===== src/rtl/led_pattern_gen_pkg.sv =====
// Shared encodings for the LED pattern engine.
// Mode codes, pattern states and PWM width.
package led_pkg;

  localparam logic [1:0] MODE_BAR   = 2'd0;
  localparam logic [1:0] MODE_DOT   = 2'd1;
  localparam logic [1:0] MODE_SHIFT = 2'd2;
  localparam logic [1:0] MODE_OFF   = 2'd3;

  typedef enum logic [1:0] {
    ST_FILL  = 2'd0,
    ST_DRAIN = 2'd1,
    ST_DOWN  = 2'd2,
    ST_UP    = 2'd3
  } state_t;

  localparam int PWM_W = 4;

endpackage


===== src/rtl/led_pattern_gen_if.sv =====
// Control/status bundle of the LED pattern engine.
// LED_PWM_EN adds the brightness input.
interface led_pattern_gen_if
  import led_pkg::*;
#(
  parameter int N_LED = 8,
  parameter int DIV_W = 24
);

  logic             en;
  logic [1:0]       mode;
  logic [DIV_W-1:0] period;
  logic [N_LED-1:0] led;
  logic             step_pulse;
  logic             wrap;
`ifdef LED_PWM_EN
  logic [PWM_W-1:0] brightness;

  modport master (
    output en, mode, period, brightness,
    input  led, step_pulse, wrap
  );

  modport slave (
    input  en, mode, period, brightness,
    output led, step_pulse, wrap
  );
`else
  modport master (
    output en, mode, period,
    input  led, step_pulse, wrap
  );

  modport slave (
    input  en, mode, period,
    output led, step_pulse, wrap
  );
`endif

endinterface


===== src/rtl/led_pattern_gen_step_tick_gen.sv =====
// Programmable prescaler: one tick every period+1 enabled cycles.
// Comparing with >= lets a lowered period take effect at once.
module step_tick_gen #(
  parameter int DIV_W = 24
) (
  input  logic             clk,
  input  logic             nrst,
  input  logic             en,
  input  logic             clr,
  input  logic [DIV_W-1:0] period,
  output logic             tick
);

  localparam logic [DIV_W-1:0] ONE = 1;

  logic [DIV_W-1:0] cnt_q;
  logic [DIV_W-1:0] cnt_d;

  assign tick = en && (cnt_q >= period);

  always_comb begin
    cnt_d = cnt_q;
    if (clr) begin
      cnt_d = '0;
    end else if (en) begin
      cnt_d = tick ? '0 : cnt_q + ONE;
    end
  end

  always_ff @(posedge clk or negedge nrst) begin
    if (!nrst) begin
      cnt_q <= '0;
    end else begin
      cnt_q <= cnt_d;
    end
  end

endmodule


===== src/rtl/led_pattern_gen.sv =====
// LED pattern engine: bar fill/drain, bouncing dot, rotating dot.
// Optional LED_PWM_EN dims the LEDs with a 4-bit PWM.
module led_pattern_gen
  import led_pkg::*;
#(
  parameter int N_LED = 8,
  parameter int DIV_W = 24
) (
  input logic clk,
  input logic nrst,
  led_pattern_gen_if.slave bus
);

  localparam int PW = $clog2(N_LED + 1);

  localparam logic [PW-1:0]    ONE  = 1;
  localparam logic [PW-1:0]    TOP  = PW'(N_LED - 1);
  localparam logic [PW-1:0]    FULL = PW'(N_LED);
  localparam logic [N_LED-1:0] LSB  = 1;
  localparam logic [N_LED-1:0] ALL  = '1;

  logic [1:0]       mode_q;
  state_t           state_q, state_d;
  logic [PW-1:0]    pos_q, pos_d;
  logic [N_LED-1:0] led_q, led_d;
  logic             step_q, step_d;
  logic             wrap_q, wrap_d;
  logic             mode_chg;
  logic             tick;

  assign mode_chg = (bus.mode != mode_q);

  step_tick_gen #(
    .DIV_W (DIV_W)
  ) u_tick (
    .clk    (clk),
    .nrst   (nrst),
    .en     (bus.en),
    .clr    (mode_chg),
    .period (bus.period),
    .tick   (tick)
  );

  always_comb begin
    state_d = state_q;
    pos_d   = pos_q;
    led_d   = led_q;
    step_d  = 1'b0;
    wrap_d  = 1'b0;
    if (mode_chg) begin
      // A mode change reloads the pattern and swallows any due tick.
      unique case (bus.mode)
        MODE_DOT, MODE_SHIFT: begin
          state_d = ST_DOWN;
          pos_d   = TOP;
          led_d   = LSB << TOP;
        end
        default: begin
          state_d = ST_FILL;
          pos_d   = '0;
          led_d   = '0;
        end
      endcase
    end else if (tick && mode_q != MODE_OFF) begin
      step_d = 1'b1;
      if (mode_q == MODE_SHIFT) begin
        if (pos_q == '0) begin
          pos_d  = TOP;
          wrap_d = 1'b1;
        end else begin
          pos_d = pos_q - ONE;
        end
        led_d = LSB << pos_d;
      end else begin
        unique case (state_q)
          ST_FILL: begin
            pos_d = pos_q + ONE;
            if (pos_d == FULL) state_d = ST_DRAIN;
            led_d = ~(ALL >> pos_d);
          end
          ST_DRAIN: begin
            pos_d = pos_q - ONE;
            if (pos_d == '0) begin
              state_d = ST_FILL;
              wrap_d  = 1'b1;
            end
            led_d = ~(ALL >> pos_d);
          end
          ST_DOWN: begin
            pos_d = pos_q - ONE;
            if (pos_d == '0) state_d = ST_UP;
            led_d = LSB << pos_d;
          end
          ST_UP: begin
            pos_d = pos_q + ONE;
            if (pos_d == TOP) begin
              state_d = ST_DOWN;
              wrap_d  = 1'b1;
            end
            led_d = LSB << pos_d;
          end
          default: ;
        endcase
      end
    end
  end

  always_ff @(posedge clk or negedge nrst) begin
    if (!nrst) begin
      mode_q  <= MODE_BAR;
      state_q <= ST_FILL;
      pos_q   <= '0;
      led_q   <= '0;
      step_q  <= 1'b0;
      wrap_q  <= 1'b0;
    end else begin
      mode_q  <= bus.mode;
      state_q <= state_d;
      pos_q   <= pos_d;
      led_q   <= led_d;
      step_q  <= step_d;
      wrap_q  <= wrap_d;
    end
  end

  assign bus.step_pulse = step_q;
  assign bus.wrap       = wrap_q;

`ifdef LED_PWM_EN
  logic [PWM_W-1:0] pwm_cnt_q;

  always_ff @(posedge clk or negedge nrst) begin
    if (!nrst) begin
      pwm_cnt_q <= '0;
    end else begin
      pwm_cnt_q <= pwm_cnt_q + PWM_W'(1);
    end
  end

  assign bus.led = led_q & {N_LED{pwm_cnt_q < bus.brightness}};
`else
  assign bus.led = led_q;
`endif

endmodule


===== src/flat_wrapper.sv =====
// flat-port wrapper written by rule: the top's interface ports become plain ports
module led_pattern_gen_flat import led_pkg::*;
#(
  parameter int N_LED = 8,
  parameter int DIV_W = 24
)
  (clk, nrst, bus_en, bus_mode, bus_period, bus_led, bus_step_pulse, bus_wrap);
  led_pattern_gen_if #(.N_LED(N_LED), .DIV_W(DIV_W)) bus_i ();
  input logic clk;
  input logic nrst;
  input wire logic [$bits(bus_i.en)-1:0] bus_en;
  input wire logic [$bits(bus_i.mode)-1:0] bus_mode;
  input wire logic [$bits(bus_i.period)-1:0] bus_period;
  output wire logic [$bits(bus_i.led)-1:0] bus_led;
  output wire logic [$bits(bus_i.step_pulse)-1:0] bus_step_pulse;
  output wire logic [$bits(bus_i.wrap)-1:0] bus_wrap;
  assign bus_i.en = bus_en;
  assign bus_i.mode = bus_mode;
  assign bus_i.period = bus_period;
  assign bus_led = bus_i.led;
  assign bus_step_pulse = bus_i.step_pulse;
  assign bus_wrap = bus_i.wrap;
  led_pattern_gen #(.N_LED(N_LED), .DIV_W(DIV_W)) u_core (.clk(clk), .nrst(nrst), .bus(bus_i));
endmodule

===== config.mk =====
export PLATFORM = sky130hd
export DESIGN_NAME = led_pattern_gen_flat
export DESIGN_NICKNAME = d
export VERILOG_FILES = /design/src/rtl/led_pattern_gen_pkg.sv /design/src/rtl/led_pattern_gen_if.sv /design/src/rtl/led_pattern_gen_step_tick_gen.sv /design/src/rtl/led_pattern_gen.sv /design/src/flat_wrapper.sv
export SDC_FILE = /design/constraint.sdc
export NUM_CORES = 1
export LEC_CHECK = 0
export BUFFER_PORTS_ARGS = -buffer_cell sky130_fd_sc_hd__clkbuf_2
export CORE_MARGIN = 5
export CORE_UTILIZATION = 55
export CTS_CLUSTER_DIAMETER = 150
export DETAILED_ROUTE_END_ITERATION = 6
export GPL_TIMING_DRIVEN = 0
export PLACE_DENSITY = 0.85
export SETUP_SLACK_MARGIN = 0.3
export SKIP_CTS_REPAIR_TIMING = 1
export SYNTH_ARGS = -nofsm -noshare
export SYNTH_HDL_FRONTEND = slang
export SYNTH_HIERARCHICAL = 1
export SYNTH_SLANG_ARGS = --single-unit

===== constraint.sdc =====
create_clock -name clk -period 3.15 [get_ports clk]
set_input_delay 0.63 -clock clk [delete_from_list [all_inputs] [get_ports clk]]
set_output_delay 0.63 -clock clk [all_outputs]
set_load 0.1 [all_outputs]

==> results of run 1 <==
critical path: stages, from the launching register on:
cell and delay (ns):
sky130_fd_sc_hd__dfrtp_2 0.47, sky130_fd_sc_hd__ha_4 0.29, sky130_fd_sc_hd__nand4_1 0.20, sky130_fd_sc_hd__nor2_2 0.24, sky130_fd_sc_hd__buf_4 0.15, sky130_fd_sc_hd__nand3_4 0.07
sky130_fd_sc_hd__o21a_4 0.24, sky130_fd_sc_hd__a21oi_4 0.14, sky130_fd_sc_hd__buf_6 0.14, sky130_fd_sc_hd__nand3_4 0.08, sky130_fd_sc_hd__a2111o_1 0.35, sky130_fd_sc_hd__mux2_1 0.33
cell type report:
type,instances,area [µm²]
fill,608,2273
tap,99,123.9
sequential,42,1066
buffer,29,200.2
inverter,41,157.7
timing repair buffer,60,372.9
clock buffer,6,82.58
multi-input combinational,407,2955
clock inverter,2,60.06
how the worst min path moves through the flow:
stage | end | cells past startpoint
2_1_floorplan | u_core/bus.led[0] | 0
3_3_place_gp | u_core/bus.led[1] | 2
3_5_place_dp | u_core/bus.led[2] | 2
4_1_cts | u_core/mode_q[0] | 1
5_1_grt | u_core/mode_q[0] | 1
6_report | u_core/mode_q[0] | 1
kinds of logic (layout without fill, tap and decap cells):
family          count (synthesis)  after routing  synth area share, %
compound gates                152            152                25.03
xor+xnor                        3              3               0.8194
fa+ha+maj                      41             41                12.44
buf+inv                        70            138                7.919
flops                          42             42                25.49
mux                             6              6                1.578
simple gates                  205            205                26.73
stage by stage:
| stage | hold WS, ns | cell area, µm² | setup TNS [ns] | utilization (%) |
|---|---|---|---|---|
| 3_3_place_gp | 0.4697 | 4466 | -1.621 | 61.24 |
| 4_1_cts | 0.4297 | 4608 | -0.03722 | 63.19 |
| 2_1_floorplan | 0.3344 | 4156 | 0 | - |
| 3_5_place_dp | 0.4772 | 4466 | -2.638 | 61.24 |
| 5_1_grt | 0.4253 | 5019 | 0 | 68.82 |
| 6_report | 0.4384 | 5019 | 0 | 68.82 |
routing by layer:
metal | vias to the layer above | track usage, % | wire [µm]
li1 | 2033 | - | -
met2 | 298 | 46.03 | 6352
met5 | - | 0 | 0
met1 | 2103 | 30.04 | 4790
met3 | 87 | 4.105 | 1063
met4 | 0 | 13.55 | 777
placed cells by master, fill, tap and decap left out, types with 4 or more instances in the layout:
cell type                   n
sky130_fd_sc_hd__o21ai_1    4
sky130_fd_sc_hd__a21oi_2    5
sky130_fd_sc_hd__a211o_1   18
sky130_fd_sc_hd__clkbuf_8   6
sky130_fd_sc_hd__buf_2      7
sky130_fd_sc_hd__nor3_1    13
sky130_fd_sc_hd__dfrtp_2   12
sky130_fd_sc_hd__clkbuf_2  42
sky130_fd_sc_hd__ha_4       5
sky130_fd_sc_hd__o31ai_1    4
sky130_fd_sc_hd__nor2_1    40
sky130_fd_sc_hd__clkbuf_1  11
sky130_fd_sc_hd__a21o_1     4
sky130_fd_sc_hd__nor3b_1    5
sky130_fd_sc_hd__inv_1     37
sky130_fd_sc_hd__ha_1      35
sky130_fd_sc_hd__a31oi_1   10
sky130_fd_sc_hd__buf_4     22
sky130_fd_sc_hd__nand4_1    9
sky130_fd_sc_hd__and3_1     8
sky130_fd_sc_hd__nand2b_1  18
sky130_fd_sc_hd__or3_1      7
sky130_fd_sc_hd__a22oi_1    6
sky130_fd_sc_hd__nand2_1   48
sky130_fd_sc_hd__nor4_1     6
sky130_fd_sc_hd__o211ai_1   5
sky130_fd_sc_hd__nor2b_1    7
sky130_fd_sc_hd__o21ai_0   21
sky130_fd_sc_hd__dfrtp_1   30
sky130_fd_sc_hd__a21oi_1   33
sky130_fd_sc_hd__nand3_1   14
state kept, by name, summed over array words and instances, names as in the netlist:
signal                 count
u_core/state_q             2
u_core/u_tick/cnt_q       24
u_core/bus.led             8
u_core/bus.step_pulse      1
u_core/mode_q              2
u_core/bus.wrap            1
u_core/pos_q               4
cell usage after synthesis, drive strengths merged (3+ instances only):
cell type,n,share of area (%)
a211o,18,3.8
a41oi,3,0.64
and3,8,1.2
nand3,18,2.4
a21oi,40,4.9
o21ai,28,3.4
o211ai,5,0.91
a221oi,3,0.79
or4,6,1.3
nor3,17,2.2
a21o,4,0.73
nand4,10,1.9
nand2b,18,2.7
nor4,7,1.4
nor2,41,3.7
mux2,4,1.1
o21bai,3,0.55
nor2b,7,1.1
and2,3,0.46
nor3b,5,0.91
buf,8,1.3
clkbuf,18,1.6
ha,41,12
o31ai,5,1.0
a32oi,3,0.64
or3,8,1.2
nand2,49,4.6
a22oi,7,1.3
inv,41,3.7
a31oi,11,1.7
dfrtp,42,25
power by group through the flow:
stage          Combinational [mW]  Clock (mW)  Sequential (mW)
6_report                    0.579       0.546            0.573
5_1_grt                     0.613       0.585            0.574
4_1_cts                     0.511       0.553            0.571
3_5_place_dp                0.509           0            0.582
3_3_place_gp                0.499           0            0.581
2_1_floorplan               0.350           0            0.593
==> results.txt, run 1 <==
- The flow ran to the end, and the final reports show no timing, DRC or antenna violations.
- Registers are responsible for 33.7% of the overall power.
- The clock period could shrink to 2.803 ns.
* Max Fanout on Critical Path: 5
* Number of port buffers: 37
- The number of different library cells used by synthesis comes to 72.
* Antenna Diode Count: 0
- Worst reg2reg endpoint: u_core/state_q[0]
- The total overflow left after global routing is 0.
- The clock net in this run drives a total of 42 sinks.
- Count of unresolved DRC violations after routing: 0
* Number of cells on the worst reg-to-reg path: 11
* Setup violators final: 0
* Hold violation count in the final report: 0
* Hold/Removal Path Class: input port to flip-flop
- Count of placed standard cells including taps: 655
- Data arrives at the worst endpoint at 2.99 ns.
* Launching element of the worst setup path: u_core/u_tick/cnt_q[19]
- FFs w/ async S/R, synth: 100.0%
* Part of the power in the clock network: 32.2%
- Setup crit end: u_core/state_q[0]
- Horizontal die dimension: 96.59 µm
- Entering global routing, the biggest net connects 43 pins.
- Row generation in the floorplan step produced 31 rows.
* Unrepaired setup endpoints after global routing: yes
- Post-place setup slack: -0.2701 ns
- Total wire length: 12980 µm
* Final setup margin: 0.3471 ns
- For this run, the number of standard cells in the final layout without fillers is 686.
- Overall routing resource usage: 25.99%
- Sequential-to-total area share from yosys stat: 25.49%
- The critical path in this run is classified as flip-flop to flip-flop.
- The initial antenna violation count was 0.
- Number of nets in the layout: 656
* Part of the total power dissipated in combinational logic: 34.1%
- Clock slew at the register clock pins of the worst setup and hold paths: 0.09 ns
- Number of enable flip-flop cells after synthesis: 0
- Routability-driven placement finished with a final weighted congestion of 0.9960.
- HPWL Detailed: 8832 µm
* Slew HR: 27.55%
* Switching power share of the total: 35.27%
- Static leakage: 2.324 nW
- The die is 96.59 µm tall.
* Netlist area before placement: 4124 µm²
- Across all register-to-register paths, the minimum setup slack is 0.35 ns.
- The worst setup path is captured at a flip-flop.
- Number of instances in the synthesized netlist: 519
* Worst Path Required: 3.34 ns
- Vias in the first global route: 4057
* Yosys synthesis warning count: 6
* P_int: 1.100 mW
* Total via count in the routed design: 4521
- DR iter-0 viols: 386
- The number of slew-limit violations in the final report was 0.
- The initial utilization of the core area, before any placement, comes to 56.55%.
- The worst-case IR drop observed on VDD is 0.0002209 V.
- First-pass GRT wire length: 18920 µm
* I/O pin count: 39
* Switching power total: 0.5991 mW
* Vias per inst: 6.590
- Initial DRT Pass Iterations: 5
* Clock skew: 0.005391 ns
- Power, Total: 1.699 mW
- Number of storage elements in the synthesis netlist: 42
- Max-cap violations in this run came to 0.
* Worst skew pair latency: 0.30 ns
- Final cycle utilization of the critical path: 88.98%
- Startpoint of the worst hold path: bus_mode[0]
- A synthesized cell averages 7.946 µm².
- Reg-to-Reg Start: u_core/u_tick/cnt_q[19]
- CTS tree: done
- H-Tree Level Count: 2
- P per Cell Area: 338.5 nW/µm²
* Total die area: 9330 µm²
- The count of nets left with antenna violations once routing finished came out at 0.
- For the pin with the worst max-slew slack, the measured transition is 1.087 ns.
- Area grow syn2layout: 21.69%
- Primary flip-flop cell chosen by synthesis mapping: sky130_fd_sc_hd__dfrtp_1
* CTS buffer count: 5
- Peak clock frequency supported by timing: 356.8 MHz
- The worst setup path is launched from a flip-flop.
* Fraction of final layout cells with drive strength greater than 1: 25.21%
- The core region is 7292 µm².
- WL/cell: 18.93 µm
- Clk buf depth: 2
- Root buffer selected by CTS: sky130_fd_sc_hd__clkbuf_8
* Net count after synthesis: 589
(Power assumes the default switching activity.)
==> run 2: changes to the inputs <==
Settings changed: CORE_MARGIN 5 to default.
==> run 2 against run 1 <==
- total power fell by 12%
- critical path depth is 1 lower
- critical path type unchanged
- combinational power is 1% higher
==> results.txt, run 2 (synthesis results as in run 1) <==
- Outcome: complete, no violations
* Final cycle utilization of the critical path: 90.16%
- Vias in the first global route: 4066
- Pin placement for this block handled 39 I/O pins.
* CTS tree: done
- WL/cell: 18.44 µm
* Leading cell types in the layout, fill and taps excluded: sky130_fd_sc_hd__nand2_1, sky130_fd_sc_hd__clkbuf_2, sky130_fd_sc_hd__nor2_1, sky130_fd_sc_hd__inv_1, sky130_fd_sc_hd__ha_1
- Measured slew at the worst slew-check pin: 1.093 ns
- Fill cell count: 611
* Antenna Diode Count: 0
- Number of port buffers: 37
* Initial standard-cell utilization of the core: 56.86%
* Routed wire length on met2: 6504 µm
* H-Tree Level Count: 2
- Setup violations remaining at the end of the flow were counted as 0.
- The die covers 7848 µm².
* Area grow syn2layout: 18.81%
- The routed design could run at a clock period as short as 2.840 ns.
- Horizontal die dimension: 88.59 µm
- The clock arrives with 0.01122 ns of skew.
- Highest metal used: met4
- The number of hold violations in the final report was 0.
- Fraction of final layout cells with drive strength greater than 1: 24.27%
- CP Class: flip-flop to flip-flop
- Power spread over the standard cell area amounts to 306.2 nW/µm².
- Number of nets with antenna violations after detailed routing: 0
* DR iter-0 viols: 387
- Overall routing resource usage: 31.46%
- The tree built by TritonCTS fans out to 42 sinks.
- The initial antenna violation count came to 0.
- Global route total overflow: 0
- Crit path launch type: flip-flop
- The final layout contains routed wiring with a total length of 12610 µm.
- Cells fill 67.55% of the core in the end.
* Total met3 wirelength after detailed routing: 838 µm
- Slew HR: 27.12%
- Leaving out fill and tap cells, the most frequent cell in the layout is sky130_fd_sc_hd__nand2_1.
* Arrival time of data at the critical path endpoint: 3.00 ns
- Count of unresolved DRC violations after routing: 0
- Unrepaired setup endpoints after global routing: yes
- The worst setup path is captured at a flip-flop.
- At the worst endpoint, the required time is 3.31 ns.
- Maximum Capacitance Violations: 0
- Total via count in the routed design: 4438
- The floorplan has 31 rows.
- The first global-routing pass estimated 19240 µm of wire.
- Entering global routing, the biggest net connects 43 pins.
* Flip-flop count of the largest register after layout: 24
- Using the TritonRoute via totals, the vias-per-cell ratio works out to 6.488.
* Clock slew at the register clock pins of the worst setup and hold paths: 0.08 ns
* Max-slew violation count: 0
- VDD IR max: 0.0002419 V
- Derived from the worst setup path, the maximum achievable clock frequency is 352.1 MHz.
- Height of the die: 88.59 µm
* Hold/Removal Path Class: input port to flip-flop
- For the worst-skew pair, the clock arrives at the later sink with an insertion delay of 0.30 ns.
- Clk buf depth: 2
- In the final routing, the length of wire on met1 measures 4853 µm.
- Max Fanout on Critical Path: 7
- In this run the standard cell core region covers 7253 µm².
- Number of nets in the layout: 655
- The tree is rooted in a sky130_fd_sc_hd__clkbuf_8.
- CTS buffer count: 5
- The completed layout was analyzed and its total power is 1.500 mW.
* HPWL Detailed: 8822 µm
- The pre-antenna-repair detailed-routing pass consisted of 5 iterations.
- u_core/u_tick/cnt_q holds more flip-flops than any other register.
* Static leakage: 2.257 nW
- Routability-driven placement congestion ratio: 0.9602
## run 2: area by class of cell
| class | count | area, µm² | share of cell area [%] |
|---|---|---|---|
| well taps | 99 | 123.9 | 2.528 |
| clock buffers | 5 | 68.82 | 1.404 |
| repair buffers | 59 | 365.4 | 7.457 |
| flip-flops and latches | 42 | 1069 | 21.81 |
| multi-input cells | 407 | 2897 | 59.12 |
| plain buffers | 29 | 202.7 | 4.137 |
| clock inverters | 2 | 10.01 | 0.2043 |
| inverters | 41 | 163.9 | 3.345 |
## run 2: worst paths after layout
path | to | slack (ns) | depth (start not counted) | from
setup / recovery | u_core/bus.led[1] | 0.31 | 10 | u_core/u_tick/cnt_q[13]
hold / removal | u_core/mode_q[0] | 0.45 | 1 | bus_mode[0]
setup reg to reg | u_core/bus.led[1] | 0.31 | 10 | u_core/u_tick/cnt_q[13]
max in group asynchronous | u_core/u_tick/cnt_q[18] | 1.88 | 1 | nrst
hold reg to reg | u_core/bus.led[2] | 0.48 | 2 | u_core/bus.led[2]
min in group asynchronous | u_core/u_tick/cnt_q[8] | 0.52 | 1 | nrst
## run 2: through the flow
| step | area, µm² | hold slack (ns) | setup WS (ns) | std cells | setup TNS (ns) |
|---|---|---|---|---|---|
| after floorplan | 4156 | 0.3344 | 0.3001 | 519 | 0 |
| after global placement | 4466 | 0.4804 | -0.2204 | 655 | -1.677 |
| after detailed placement | 4466 | 0.4684 | -0.2382 | 655 | -2.245 |
| after CTS | 4544 | 0.4326 | -0.06419 | 662 | -0.06419 |
| after global routing | 4900 | 0.4489 | 0.2328 | 684 | 0 |
| final | 4900 | 0.4511 | 0.3100 | 684 | 0 |
## run 2: report_power, final
| group | switching, mW | internal [mW] |
|---|---|---|
| clock | 0.192 | 0.149 |
| combinational | 0.366 | 0.220 |
| sequential | 0.0209 | 0.552 |
## run 2: worst max-delay path: stages, from the launching register on
cell and delay, ns:
sky130_fd_sc_hd__dfrtp_2 0.46, sky130_fd_sc_hd__ha_1 0.32, sky130_fd_sc_hd__nand4_1 0.18, sky130_fd_sc_hd__nor3_2 0.26, sky130_fd_sc_hd__a22oi_2 0.12, sky130_fd_sc_hd__and2_4 0.21
sky130_fd_sc_hd__buf_8 0.14, sky130_fd_sc_hd__a21oi_4 0.14, sky130_fd_sc_hd__buf_6 0.13, sky130_fd_sc_hd__o21ai_1 0.26, sky130_fd_sc_hd__o41ai_1 0.50
## run 2: routing by layer
metal	vias up	GRT usage, %
li1	2033	-
met1	2114	36.55
met2	242	58.39
met3	49	3.825
met4	0	12.61
met5	-	0
